--- config.mk ---
export PLATFORM = sky130hd
export DESIGN_NAME = seq_pattern_tx
export DESIGN_NICKNAME = d
export VERILOG_FILES = /design/src/rtl/seq_pattern_tx.sv
export SDC_FILE = /design/constraint.sdc
export NUM_CORES = 1
export LEC_CHECK = 0
export BUFFER_PORTS_ARGS = -buffer_cell sky130_fd_sc_hd__buf_2
export CELL_PAD_IN_SITES_DETAIL_PLACEMENT = 1
export CELL_PAD_IN_SITES_GLOBAL_PLACEMENT = 1
export CORE_ASPECT_RATIO = 0.8
export CORE_MARGIN = 2
export CORE_UTILIZATION = 30
export CTS_CLUSTER_DIAMETER = 50
export DETAILED_ROUTE_END_ITERATION = 10
export PLACE_DENSITY = 0.59
export SLEW_MARGIN = 20
export SYNTH_ARGS = -nofsm -noshare
export SYNTH_HDL_FRONTEND = slang
export SYNTH_SLANG_ARGS = --single-unit
--- constraint.sdc ---
create_clock -name clk -period 3.5 [get_ports clk]
set_clock_uncertainty 0.15 [all_clocks]
set_input_delay 0.525 -clock clk [delete_from_list [all_inputs] [get_ports clk]]
set_output_delay 0.525 -clock clk [all_outputs]
set_load 0.02 [all_outputs]
--- src/rtl/seq_pattern_tx.sv ---
// Serial pattern transmitter: latches a pattern on start and shifts it out MSB-first,
// repeated reps times with gap idle cycles between repetitions; all outputs registered.
module seq_pattern_tx #(
   parameter int PAT_W = 4,
   parameter int CNT_W = 4,
   parameter int GAP_W = 3
) (
   input  logic             clk,
   input  logic             rst,
   input  logic             start,
   input  logic             abort,
   input  logic [PAT_W-1:0] pattern,
   input  logic [CNT_W-1:0] reps,
   input  logic [GAP_W-1:0] gap,
   output logic             x,
   output logic             x_valid,
   output logic             busy,
   output logic             done
);

   localparam int IDX_W = (PAT_W > 2) ? $clog2(PAT_W) : 1;
   localparam logic [IDX_W-1:0] IDX_MSB = IDX_W'(PAT_W - 1);

   typedef enum logic [1:0] {IDLE, SHIFT, GAP, DONE} state_t;

   state_t           state_q, state_d;
   logic [PAT_W-1:0] pat_q, pat_d;
   logic [CNT_W-1:0] reps_q, reps_d;
   logic [GAP_W-1:0] gap_q, gap_d;
   logic [GAP_W-1:0] gcnt_q, gcnt_d;
   logic [IDX_W-1:0] idx_q, idx_d;
   logic             x_d, x_valid_d, busy_d, done_d;
   logic [IDX_W-1:0] idx_m1;
   logic             accept;

   assign idx_m1 = idx_q - IDX_W'(1);
   assign accept = start && !abort && (state_q == IDLE || state_q == DONE);

   always_ff @(posedge clk or posedge rst) begin
      if (rst) begin
         state_q <= IDLE;
         pat_q   <= '0;
         reps_q  <= '0;
         gap_q   <= '0;
         gcnt_q  <= '0;
         idx_q   <= '0;
         x       <= 1'b0;
         x_valid <= 1'b0;
         busy    <= 1'b0;
         done    <= 1'b0;
      end else begin
         state_q <= state_d;
         pat_q   <= pat_d;
         reps_q  <= reps_d;
         gap_q   <= gap_d;
         gcnt_q  <= gcnt_d;
         idx_q   <= idx_d;
         x       <= x_d;
         x_valid <= x_valid_d;
         busy    <= busy_d;
         done    <= done_d;
      end
   end

   // Next-state logic computes the values the outputs will hold in the next cycle.
   always_comb begin
      state_d   = state_q;
      pat_d     = pat_q;
      reps_d    = reps_q;
      gap_d     = gap_q;
      gcnt_d    = gcnt_q;
      idx_d     = idx_q;
      x_d       = 1'b0;
      x_valid_d = 1'b0;
      busy_d    = 1'b0;
      done_d    = 1'b0;

      case (state_q)
         IDLE, DONE: begin
            state_d = IDLE;
            if (accept) begin
               pat_d  = pattern;
               reps_d = reps;
               gap_d  = gap;
               if (reps != '0) begin
                  state_d   = SHIFT;
                  idx_d     = IDX_MSB;
                  x_d       = pattern[PAT_W-1];
                  x_valid_d = 1'b1;
                  busy_d    = 1'b1;
               end else begin
                  state_d = DONE;
                  done_d  = 1'b1;
               end
            end
         end
         SHIFT: begin
            busy_d = 1'b1;
            if (idx_q != '0) begin
               idx_d     = idx_m1;
               x_d       = pat_q[idx_m1];
               x_valid_d = 1'b1;
            end else begin
               // Last bit of a repetition: count it off and decide what follows.
               reps_d = reps_q - CNT_W'(1);
               if (reps_q == CNT_W'(1)) begin
                  state_d = DONE;
                  busy_d  = 1'b0;
                  done_d  = 1'b1;
               end else if (gap_q == '0) begin
                  idx_d     = IDX_MSB;
                  x_d       = pat_q[PAT_W-1];
                  x_valid_d = 1'b1;
               end else begin
                  state_d = GAP;
                  gcnt_d  = gap_q;
               end
            end
         end
         GAP: begin
            busy_d = 1'b1;
            if (gcnt_q <= GAP_W'(1)) begin
               state_d   = SHIFT;
               gcnt_d    = '0;
               idx_d     = IDX_MSB;
               x_d       = pat_q[PAT_W-1];
               x_valid_d = 1'b1;
            end else begin
               gcnt_d = gcnt_q - GAP_W'(1);
            end
         end
         default: state_d = IDLE;
      endcase

      if (abort) begin
         state_d   = IDLE;
         x_d       = 1'b0;
         x_valid_d = 1'b0;
         busy_d    = 1'b0;
         done_d    = 1'b0;
      end
   end

endmodule
After elaboration in Yosys (flattened, before gate mapping)
Cells that the tools add are included.

operators by class
  $add $sub $neg = 3
  $lt $le $gt $ge = 2
  eq/ne operators = 15
  mux-type cells = 51
  reduce and logical (&&, ||, !) cells = 16

operator list
  kind                                                                              number
  2-bit 2-to-1 mux                                                                  13
  1-bit 2-to-1 mux                                                                  23
  3-bit 2-to-1 mux                                                                  4
  2-bit != test, second input constant                                              6
  3-bit != test, second input constant                                              4
  2-bit one-hot mux with 3 select lines                                             2
  1-bit one-hot mux with 3 select lines                                             3
  4-bit 2-to-1 mux                                                                  2
  4-bit one-hot mux with 2 select lines                                             1
  3-bit one-hot mux with 2 select lines                                             1
  3-bit AND reduction                                                               2
  2-bit nonzero test                                                                3
  5-bit AND reduction                                                               1
  2-bit equality test, second input constant                                        2
  4-bit by 1-bit equality test with 1-bit output, second input constant             1
  4-bit != test, second input constant                                              1
  4-bit AND reduction                                                               1
  4-bit nonzero test                                                                1
  4-bit by 1-bit subtractor with 4-bit output, second input constant                1
  3-bit by 1-bit less-or-equal comparator with 1-bit output, second input constant  1
  3-bit logical NOT                                                                 1
  2-bit by 3-bit < comparator with 1-bit output, second input constant              1
  3-bit by 1-bit subtractor with 3-bit output, second input constant                1
  1-bit binary-select mux with 2-bit select                                         1
  9 further kinds                                                                   10

storage, ports and cells
  register bits after elaboration = 22
  input port bits = 15
  output and inout bits = 4
  word-level logic and storage cells = 97

Longest topological paths before layout
  depth after elaboration = 6
  depth in mapped cells = 7
  depth with buffers taken out = 6

Worst setup path before layout
Ideal clock, no wire load.

  kind = reg2reg
  start = register state_q[0]
  end = register gcnt_q[2]
  arrival time = 1.700 ns
  setup slack = 1.529 ns
  cell stages (with the launch flop) = 7
  path buffers = 1
  cells stage by stage = dfrtp_1 -> inv_1 -> ha_1 -> clkbuf_1 -> o31ai_1 -> o21ai_0 -> a22o_1

between the ends
  longest elaborated chain between the ends = 3
  elaborated cells between the ends (all ways) = 8
  classes of those cells = eq/ne (5); mux (1); reduce/logical (2)

ends and longest elaborated chain
  element                                                                                       RTL line  RTL
  start: declaration                                                                            26        state_t state_q, state_d;
  start signal: assignment                                                                      52        state_q <= state_d;
  2-bit by 1-bit equality test with 1-bit output / 2-bit equality test (equally long branches)  78        case (state_q)
  2-bit != test (no line) / 2-bit nonzero test (equally long branches)                          n/a
  4-bit AND reduction (no line)                                                                 n/a
  end signal: assignment                                                                        56        gcnt_q <= gcnt_d;
  end: declaration                                                                              30        logic [GAP_W-1:0] gcnt_q, gcnt_d;

Parallel ways exist; a longest one is shown, timed or not.
A chain may end at the register's enable or synchronous reset.

Worst setup path after layout
  start = register state_q[1]
  end = register state_q[0]

between the ends
  longest elaborated chain between the ends = 6
  elaborated cells between the ends (all ways) = 14
  classes of those cells = eq/ne (6); mux (3); reduce/logical (5)

ends and longest elaborated chain
  element                                                          RTL line  RTL
  2-bit equality test / 2-bit logical NOT (equally long branches)  37, 78
  1-bit logical OR                                                 37        assign accept = start && !abort && (state_q == IDLE || state_q == DONE);
  1-bit logical AND                                                37
  2-bit 2-to-1 mux                                                 81        if (accept) begin
  2-bit one-hot mux with 3 select lines                            78
  2-bit 2-to-1 mux                                                 135       if (abort) begin

Parallel ways exist; a longest one is shown, timed or not.

==> results.ini <==
[yosys]
synth_seq_area_share_pct=41.51
synth_top_area_share_pct=41.51
synth_seq_cells=22
synth.largest_area_cell=dfrtp_1
syn-instance-count=126
synth_cell_type_count=43
dominantRegCellSynth=dfrtp_1
synth_most_common_cell=dfrtp_1
yosys-top-cells-area=dfrtp_1, mux2_2, ha_1
synthArstFlopShare_pct=100.0
yosysWarnings=0
syn_area_per_cell_um2=10.53
synth-edff-count=0
netlist_top_cells_count=dfrtp_1, inv_1, mux2_2
synthesis.area_um2=1326
synth_nets=149

[drt]
vias_per_cell=5.218
drc=0
drtPass1Iterations=4
routed_wl_um=3194
postRouteAntennaNets=0
avgRoutedWirePerCell_um=15.81
drt_iter0_markers=50
routed-via-count=1054

[finish]
multi_input_area_um2=708.2
fill_cells=494
design_area_um2=1524
area_growth_syn_to_layout_pct=14.91
drive_above_1_share_pct=28.97
diodes=0
seq_area_um2=550.5
fin_nets=169

[sta]
fmax_mhz=411.6
maxSlewHeadroom_pct=40.36
period_share_pct=69.41
worst_pin_slew_ns=0.8937
hold_ws_ns=0.2901
finalHoldViolCount=0
setup_viol=0
finalWorstSetupSlack_ns=1.071
tns_ns=0
drv_slew=0
rsz0062_at_grt=no
final.min_clock_period_ns=2.429

[setup_path]
r2r-end=state_q[0]
cp.required_ns=3.54
worstSetupPathType=reg -> reg
reg2reg_depth=6
worstSetupStartpointType=register
r2r_start=state_q[1]
cp_max_fo=20
crit_path_end_kind=register
arrival_ns=2.47
worst-r2r-setup-slack_ns=1.07

[floorplanning]
die_y_um=63.47
core.rowCount=21
initial_utilization_pct=31.55
die_w_um=78.34
core_um2=4204
pin_count=19
dieArea_um2=4972

[pwr]
peakVddDrop_mv=0.2627
power.leakage_nw=0.6665
power_density_nw_per_um2=780.4

[clock_network]
clk_pin_slew_ns=0.08
cts_buffers=3
clk_path_buf_depth=2
cts_resized=0
cts_tree=done
cts-root-buf=clkbuf_8
cts_setup_buffers=0
cts_hold_buf=0
htreeDepth=1
clock_latency_ns=0.26
cts.sinks=22

[worst_hold_path]
min_path_type=in -> async

[placed_design]
hpwlAfterDp_um=2413
gp_congestion=0.7410
dpl_cell_area_um2=1469
place.port_buffers=18
pre_cts_ws_ns=1.087

[global_route]
grt_pass1_wl_um=5471
grt_pass1_vias=1136
grt_max_degree=23
overflow=0
antenna_found_initial=0
track_usage_pct=14.11

[run_status]
run_status=complete, no violations

[job]
maxCapViolCount=0

==> cell type report <==
class                           count  share of cell area, %
Timing Repair Buffer               18                  5.911
Sequential cell                    22                  36.12
Tap cell                           57                  4.680
Multi-Input combinational cell     88                  46.47
Inverter                           13                  3.202
Clock buffer                        4                  3.612
==> cell usage in the layout (no fill, tap or decap), types with 3 or more instances in the layout <==
cell and instances:
nand2b_1 3, dfrtp_1 22, nor3_1 4, a21oi_1 9, nand2_1 6, ha_1 8, inv_1 13, o21ai_0 9
mux2_2 10, clkbuf_8 4, buf_2 18
==> critical path: stages, from the launching register on <==
cell and delay (ns):
dfrtp_1 0.42, inv_1 0.08, ha_1 0.59, or4b_2 0.69
o21bai_4 0.18, o21ai_0 0.11, a21oi_1 0.14
==> kinds of logic (layout without fill, tap and decap cells) <==
family	after synthesis	after routing	share of synthesized area [%]
mux	12	12	10.94
fa+ha+maj	8	8	7.547
flops	22	22	41.51
compound gates	38	38	20.28
buf+inv	16	35	5.095
simple gates	30	30	14.62
==> state kept, by name, indices dropped and copies added, names as in the netlist <==
name / cells
x_valid: 1
gcnt_q: 3
gap_q: 3
pat_q: 4
done: 1
busy: 1
reps_q: 4
idx_q: 2
x: 1
state_q: 2
==> metrics by stage <==
| stage | utilization (%) | power (W) | cells |
|---|---|---|---|
| 6_report | 36.25 | 0.001189 | 202 |
| 5_1_grt | 36.25 | 0.001291 | 202 |
| 4_1_cts | 36.25 | 0.001197 | 202 |
| 3_5_place_dp | 34.94 | 0.001006 | 198 |
| 3_3_place_gp | 34.94 | 0.0009732 | 198 |
| 2_1_floorplan | - | 0.0008694 | 126 |
==> how the worst max path moves through the flow <==
| stage | startpoint | endpoint | slack (ns) | cells past startpoint |
|---|---|---|---|---|
| 2_1_floorplan | state_q[0] | gcnt_q[2] | 1.53 | 6 |
| 6_report | state_q[1] | state_q[0] | 1.07 | 6 |
| 5_1_grt | state_q[1] | state_q[1] | 0.91 | 6 |
| 3_5_place_dp | state_q[1] | state_q[1] | 1.09 | 6 |
| 3_3_place_gp | state_q[1] | state_q[0] | 1.19 | 6 |
| 4_1_cts | state_q[1] | state_q[1] | 1.07 | 6 |
==> report_power, final <==
group	internal [W]	switching, W	total, W
clock network	0.000100	0.0000830	0.000183
registers	0.000359	0.000101	0.000460
logic	0.000258	0.000288	0.000546
total	0.000717	0.000472	0.00119
==> layer usage <==
| layer | vias to the layer above | wire [um] | global-route usage, % |
|---|---|---|---|
| met4 | 0 | 18 | 2.632 |
| met1 | 527 | 1589 | 18.98 |
| met5 | - | 0 | 0 |
| met2 | 21 | 1462 | 23.38 |
| li1 | 504 | - | - |
| met3 | 2 | 123 | 3.295 |
No activity file was read; power rests on OpenSTA's default activity.
